**src/rtl/syncfifo_flex.sv**
```systemverilog
// Single-clock FIFO with occupancy count, programmable almost-full/almost-empty
// thresholds, sticky overflow/underflow flags and an optional FWFT read port.
module syncfifo_flex #(
   parameter int FIFO_DEPTH      = 8,
   parameter int DATA_WIDTH      = 32,
   parameter int ALMOST_FULL_TH  = 6,
   parameter int ALMOST_EMPTY_TH = 2,
   parameter int FWFT            = 0
) (
   input  logic                          clk,
   input  logic                          rst,
   input  logic                          cs,
   input  logic                          wr_en,
   input  logic                          rd_en,
   input  logic                          clr_err,
   input  logic [DATA_WIDTH-1:0]         data_in,
   output logic [DATA_WIDTH-1:0]         data_out,
   output logic                          empty,
   output logic                          full,
   output logic                          almost_empty,
   output logic                          almost_full,
   output logic [$clog2(FIFO_DEPTH):0]   count,
   output logic                          overflow,
   output logic                          underflow
);

   localparam int AW = $clog2(FIFO_DEPTH);
   localparam int CW = AW + 1;

   logic [DATA_WIDTH-1:0] r_mem [FIFO_DEPTH];
   logic [AW-1:0]         r_wr_ptr;
   logic [AW-1:0]         r_rd_ptr;
   logic [CW-1:0]         r_count;
   logic                  r_overflow;
   logic                  r_underflow;

   logic w_empty;
   logic w_full;
   logic w_wa;
   logic w_ra;

   // Handshake: with cs=1, wr_en pushes data_in unless full and rd_en pops the
   // head unless empty; both decisions use the occupancy registered at the
   // start of the cycle, so a full FIFO never accepts a write even while it is
   // being read. A refused request only raises the matching sticky flag.
   assign w_empty = (r_count == '0);
   assign w_full  = (r_count == CW'(FIFO_DEPTH));
   assign w_wa    = cs & wr_en & ~w_full;
   assign w_ra    = cs & rd_en & ~w_empty;

   always_ff @(posedge clk) begin
      if (rst) begin
         r_wr_ptr <= '0;
         r_rd_ptr <= '0;
         r_count  <= '0;
      end else begin
         if (w_wa) r_wr_ptr <= r_wr_ptr + AW'(1);
         if (w_ra) r_rd_ptr <= r_rd_ptr + AW'(1);
         case ({w_wa, w_ra})
            2'b10:   r_count <= r_count + CW'(1);
            2'b01:   r_count <= r_count - CW'(1);
            default: r_count <= r_count;
         endcase
      end
   end

   // Storage is left uncleared on reset; the pointers make old contents unreachable.
   always_ff @(posedge clk) begin
      if (!rst && w_wa) r_mem[r_wr_ptr] <= data_in;
   end

   always_ff @(posedge clk) begin
      if (rst) begin
         r_overflow  <= 1'b0;
         r_underflow <= 1'b0;
      end else if (cs) begin
         if (wr_en && w_full)  r_overflow <= 1'b1;
         else if (clr_err)     r_overflow <= 1'b0;
         if (rd_en && w_empty) r_underflow <= 1'b1;
         else if (clr_err)     r_underflow <= 1'b0;
      end
   end

   generate
      if (FWFT != 0) begin : g_fwft
         // Head word is presented directly; forced to zero while nothing is stored.
         assign data_out = w_empty ? '0 : r_mem[r_rd_ptr];
      end else begin : g_std
         logic [DATA_WIDTH-1:0] r_data_out;
         always_ff @(posedge clk) begin
            if (rst)       r_data_out <= '0;
            else if (w_ra) r_data_out <= r_mem[r_rd_ptr];
         end
         assign data_out = r_data_out;
      end
   endgenerate

   assign empty        = w_empty;
   assign full         = w_full;
   assign almost_empty = (r_count <= CW'(ALMOST_EMPTY_TH));
   assign almost_full  = (r_count >= CW'(ALMOST_FULL_TH));
   assign count        = r_count;
   assign overflow     = r_overflow;
   assign underflow    = r_underflow;

endmodule

```
**config.mk**
```make
export PLATFORM = sky130hd
export DESIGN_NAME = syncfifo_flex
export DESIGN_NICKNAME = d
export VERILOG_FILES = /design/src/rtl/syncfifo_flex.sv
export SDC_FILE = /design/constraint.sdc
export NUM_CORES = 1
export LEC_CHECK = 0
export ABC_CLOCK_PERIOD_IN_PS = 6300
export BUFFER_PORTS_ARGS = -buffer_cell sky130_fd_sc_hd__buf_2
export CORE_MARGIN = 10
export CORE_UTILIZATION = 60
export DETAILED_ROUTE_END_ITERATION = 6
export GPL_ROUTABILITY_DRIVEN = 0
export PLACE_DENSITY = 0.79
export RECOVER_POWER = 100
export SYNTH_ARGS = -nofsm -noshare
export SYNTH_HDL_FRONTEND = slang
export SYNTH_SLANG_ARGS = --single-unit
```
**constraint.sdc**
```tcl
create_clock -name clk -period 6.3 [get_ports clk]
set_clock_uncertainty 0.15 [all_clocks]
set_input_delay 0.315 -clock clk [delete_from_list [all_inputs] [get_ports clk]]
set_output_delay 0.315 -clock clk [all_outputs]
set_load 0.02 [all_outputs]
```
Word-level counts from Yosys, hierarchy flattened
Memory sizes are Yosys's and may differ from the RTL's. A register that Yosys moved wholly into a read port is not among the register bits.
Cells that the tools add are included.
{"block": "word_totals", "elab_cells": 37, "n_memories": 1, "output_inout_bits": 42, "regBits": 12, "input_bits": 38, "ram_bits": 256}
{"block": "op_classes", "bitwise": 6, "n_lt_le_gt_ge": 2, "mux": 6, "eq_ne": 3, "n_addsub": 4, "n_reduce_logical": 10}
{"name": "r_mem", "depth": 8, "word_bits": 32, "rd": 1, "rd_ports_with_merged_regs": 1, "wr": 1, "line": "30", "text": "logic [DATA_WIDTH-1:0] r_mem [FIFO_DEPTH];"}
{"cell": "4-bit one-hot mux with 2 select lines", "n": 1}
{"cell": "3-bit by 1-bit adder with 3-bit output, second input constant", "n": 2}
{"cell": "2-bit nonzero test", "n": 3}
{"cell": "1-bit two-way mux", "n": 5}
{"cell": "4-bit by 1-bit adder with 4-bit output, second input constant", "n": 1}
{"cell": "1-bit AND", "n": 4}
{"cell": "4-bit == test, second input constant", "n": 1}
{"cell": "4-bit by 3-bit >= comparator with 1-bit output, second input constant", "n": 1}
{"cell": "4-bit by 2-bit less-or-equal comparator with 1-bit output, second input constant", "n": 1}
{"cell": "4-bit logical NOT", "n": 1}
{"cell": "2-bit AND reduction", "n": 2}
{"cell": "4-bit by 1-bit subtractor with 4-bit output, second input constant", "n": 1}
{"cell": "1-bit logical AND", "n": 3}
{"cell": "2-bit by 1-bit == test with 1-bit output, second input constant", "n": 1}
{"cell": "2-bit == test, second input constant", "n": 1}
{"cell": "1-bit NOT", "n": 2}
{"cell": "1-bit logical NOT", "n": 1}

Logic depth before layout (Yosys ltp)
{"block": "depth", "word_depth": 6, "mapped_depth": 12}

Least setup slack after synthesis
No wires, ideal clock.
{"block": "synth_timing", "path_type": "register to register", "start": "reg r_count[0], in the netlist count[0]", "end": "mem r_mem[0][0], enable pin", "setup_time_ns": 0.513, "arrival_ns": 4.493, "stages_incl_launch_ff": 4, "n_path_buf": 0, "setup_slack_ns": 1.144, "cell_sequence": "dfxtp_1 > nor4b_2 > nand3b_2 > nor4b_1"}
{"block": "synth_via", "elab_chain_cells": 6}
{"item": "start: declaration", "line": "33", "text": "logic [CW-1:0] r_count;"}
{"item": "start signal: assignment", "line": "60", "text": "2'b10: r_count <= r_count + CW'(1);"}
{"item": "start signal: assignment", "line": "61", "text": "2'b01: r_count <= r_count - CW'(1);"}
{"item": "start signal: assignment", "line": "62", "text": "default: r_count <= r_count;"}
{"item": "4-bit == test", "line": "47", "text": "assign w_full = (r_count == CW'(FIFO_DEPTH));"}
{"item": "via full", "line": "19", "text": "output logic full,"}
{"item": "1-bit NOT", "line": "48", "text": "assign w_wa = cs & wr_en & ~w_full;"}
{"item": "1-bit AND", "line": "48"}
{"item": "1-bit logical AND", "line": "69", "text": "if (!rst && w_wa) r_mem[r_wr_ptr] <= data_in;"}
{"item": "1-bit two-way mux", "line": "69"}
{"item": "1-bit two-way mux (implied by the code)", "line": "69"}
{"item": "end: declaration", "line": "30"}
The timed path passes the listed nets, and every way through them passes these cells.

==> flow_summary_export.csv <==
group,metric,value,unit
logic_synthesis,yosysTopAreaCell,"edfxtp_1",
pwr,vdd_drop_max,238,uV
place,io_buffer_count,79,
finish,nets,730,
drt,drc_errors,0,
global_route,first_global_vias,6239,
logic_synthesis,ys_seq_elements,300,
logic_synthesis,synth_compound_area_frac,0.0239,
drt,finalWirelength,23700,um
worst_setup_path,worstSetupPathType,"register to register",
finish,final_area,13100,sq um
logic_synthesis,synthSimpleGateAreaFrac,0.0532,
logic_synthesis,synthAdderAreaFrac,0.00556,
finish,area_delta_synth_final,16.1,%
clocking,ctsHoldBuffers,34,
clocking,cts-buffers-inserted,30,
sta,worstMarginPinSlew,2.87,ns
floorplan,initial_core_util,0.606,
logic_synthesis,synth_common_cells,"edfxtp_1 (256), mux4_2 (64), dfxtp_1 (44)",
logic_synthesis,syn_inst,562,
logic_synthesis,synth.area.mux_share,0.132,
global_route,antenna_found_initial,1,
pwr,intPower,3.41,mW
logic_synthesis,synth.distinct_cells,44,
clocking,clkLatencyLatePin,0.54,ns
pwr,sw_frac_of_total,0.211,
logic_synthesis,async_flop_share,0,
clocking,clkSlewWorstSetupHoldPaths,0.06,ns
global_route,grt_max_degree,50,
pwr,p_seq_frac,0.517,
drt,vias_per_cell,6.24,
floorplan,ios,80,
min_path,worstHoldPathType,"primary input to register",
sta,final.period_utilization,0.666,
worst_setup_path,cp_cell_sequence,"buf_4 -> mux4_2 -> o22ai_1 -> nor3_1",
pwr,power_per_cell_area,331,nW/um^2
worst_setup_path,end_kind,"register",
logic_synthesis,synth_fp_nets,605,
drt,vias,5905,
sta,fmax,0.238,GHz
logic_synthesis,synth_most_common_cell,"edfxtp_1",
logic_synthesis,netlist_area,11300,sq um
worst_setup_path,worstReg2RegStart,"r_rd_ptr[0]",
clocking,cts_buffer_depth,3,
clocking,root_buffer,"clkbuf_16",
sta,slew_headroom,-0.915,
drt,final_antenna_net_count,0,
drt,first_pass_iters,5,
pwr,pwr-share-comb,0.067,
logic_synthesis,synth_xor_area_frac,0.00467,
clocking,post-cts-setup-buffers,0,
worst_setup_path,crit_fanout,43,
logic_synthesis,yosys_warnings,0,
global_route,grt.overflow.total,0,
status,violations,"capacitance limit, slew limit",
sta,hold_viol_final,0,
worst_setup_path,setup.worst_path.start_class,"register",
run,drv_cap,9,
pwr,p_leak,4.09,nW
worst_setup_path,cp-startpoint,"r_rd_ptr[0]",
place,dp.cells,855,
pwr,clockPowerShare,0.417,
sta,final_max_slew_viol_count,308,
logic_synthesis,seq_area_frac_synth,0.761,
drt,wire_per_inst,25.0,um
worst_setup_path,critPathSlowestCell,"dfxtp_1",
floorplan,die-height,157,um
finish,final_cells,946,
logic_synthesis,synth_top_family_by_area,"multiplexers",
finish,layout-drive-gt1-share,0.195,
floorplan,die_area,24600,sq um
logic_synthesis,synthTopCellsByArea,"edfxtp_1 (68%), mux4_2 (13%), dfxtp_1 (7.8%)",
finish,finish.utilization,0.703,
drt,drt_iter0_drc,490,
floorplan,core,18600,sq um
worst_setup_path,critical-path-top-delay-family,"flip-flops",
logic_synthesis,synth_top_area_frac,0.683,
clocking,cts_tree,"built",
global_route,grt_first_pass_wirelength,37000,um
global_route,track_usage,0.198,
sta,setup_viol,0,
clocking,clock-sinks,300,
worst_setup_path,worst-path-buf-inv,1,
clocking,cts.htree.levels,1,
logic_synthesis,yosys_most_used_dff,"edfxtp_1",
worst_setup_path,cpPeakStageDelay,2.26,ns
floorplan,row_count,50,
worst_setup_path,arrival,4.44,ns
logic_synthesis,syn_avg_cell_area,20.0,sq um
sta,min_period,4.20,ns
sta,fin_setup_tns,0,ns
floorplan,die-width,157,um
clocking,cts_resized,0,
worst_setup_path,worst_ep_required_time,6.54,ns
place,placed_area,11900,sq um
status,outcome,"finished with violations",
pwr,total_power,4.32,mW
pwr,switching_power,0.911,mW
place,hpwl,11900,um
min_path,min_from,"clr_err",
logic_synthesis,synth_edf_count,256,
sta,rsz0062_at_grt,"no",
tightest hold or removal path, delay by kind of cell:
| family | cells | cell delay (ns) |
|---|---|---|
| and+or+nand+nor | 2 | 0.18 |
| buffers and inverters | 1 | 0.10 |
| AOI/OAI and AO/OA | 1 | 0.08 |
path summary, 6_finish.rpt:
check / slack [ns] / endpoint / cells past startpoint
hold / removal: 0.02 / underflow / 4
setup / recovery: 2.10 / data_out[3] / 4
hold reg to reg: 0.34 / data_out[25] / 2
setup reg to reg: 2.10 / data_out[3] / 4
metrics by stage:
step / worst slack, ns / hold slack [ns]
after detailed placement: 3.23 / 0.327
after CTS: 3.21 / 0.00748
after global routing: 1.54 / 0.0631
final: 2.10 / 0.0193
after global placement: 3.43 / 0.327
after floorplan: 1.14 / 0.264
power by group through the flow:
stage | sequential (mW) | clock (mW) | combinational, mW
floorplan | 2.28 | 0 | 0.184
global placement | 2.27 | 0 | 0.270
detailed placement | 2.27 | 0 | 0.280
CTS | 2.23 | 1.82 | 0.301
global route | 2.24 | 1.91 | 0.315
finish | 2.23 | 1.80 | 0.288
sequential cells by signal, summed over array words and instances (netlist names):
signal	count
r_rd_ptr	3
underflow	1
overflow	1
r_mem	256
data_out	32
count	4
r_wr_ptr	3
cell type report:
cell class / count / area [sq um]
clock buffers: 44 / 855
inverters: 3 / 11.3
multi-input cells: 229 / 2480
repair buffers: 123 / 692
well taps: 234 / 293
fillers: 1163 / 5520
clock inverters: 12 / 158
flip-flops and latches: 300 / 8570
diodes: 1 / 2.50
cell families after synthesis:
family                     Yosys count
DFF                                300
and+or+nand+nor                    107
adders and majority gates            5
AOI/OAI and AO/OA                   43
xor gates and xnor gates             6
buffers and inverters               33
muxes                               68
metal layers:
metal / GRT usage / vias up / wire, um
li1: - / 2540 / -
met1: 0.252 / 3069 / 9150
met5: 0 / - / 0
met3: 0.0322 / 42 / 1520
met2: 0.340 / 254 / 12500
met4: 0.0670 / 0 / 480
layout by cell type (no fill, tap or decap), types with 3 or more instances in the layout:
cell type,instances
clkbuf_1,91
mux2i_1,3
nor3_1,24
nor2_2,7
o22ai_1,32
xor2_1,4
mux4_2,64
a21oi_1,3
nor2_1,40
edfxtp_1,256
nand2_1,4
o21ai_0,3
buf_2,5
dfxtp_1,43
ha_1,5
nor3_2,10
buf_4,3
bufinv_16,4
clkbuf_8,3
clkinv_2,3
inv_1,3
dlygate4sd3_1,34
clkinv_1,4
nor2_4,3
clkbuf_16,31
Power figures use the tool's default switching activity.
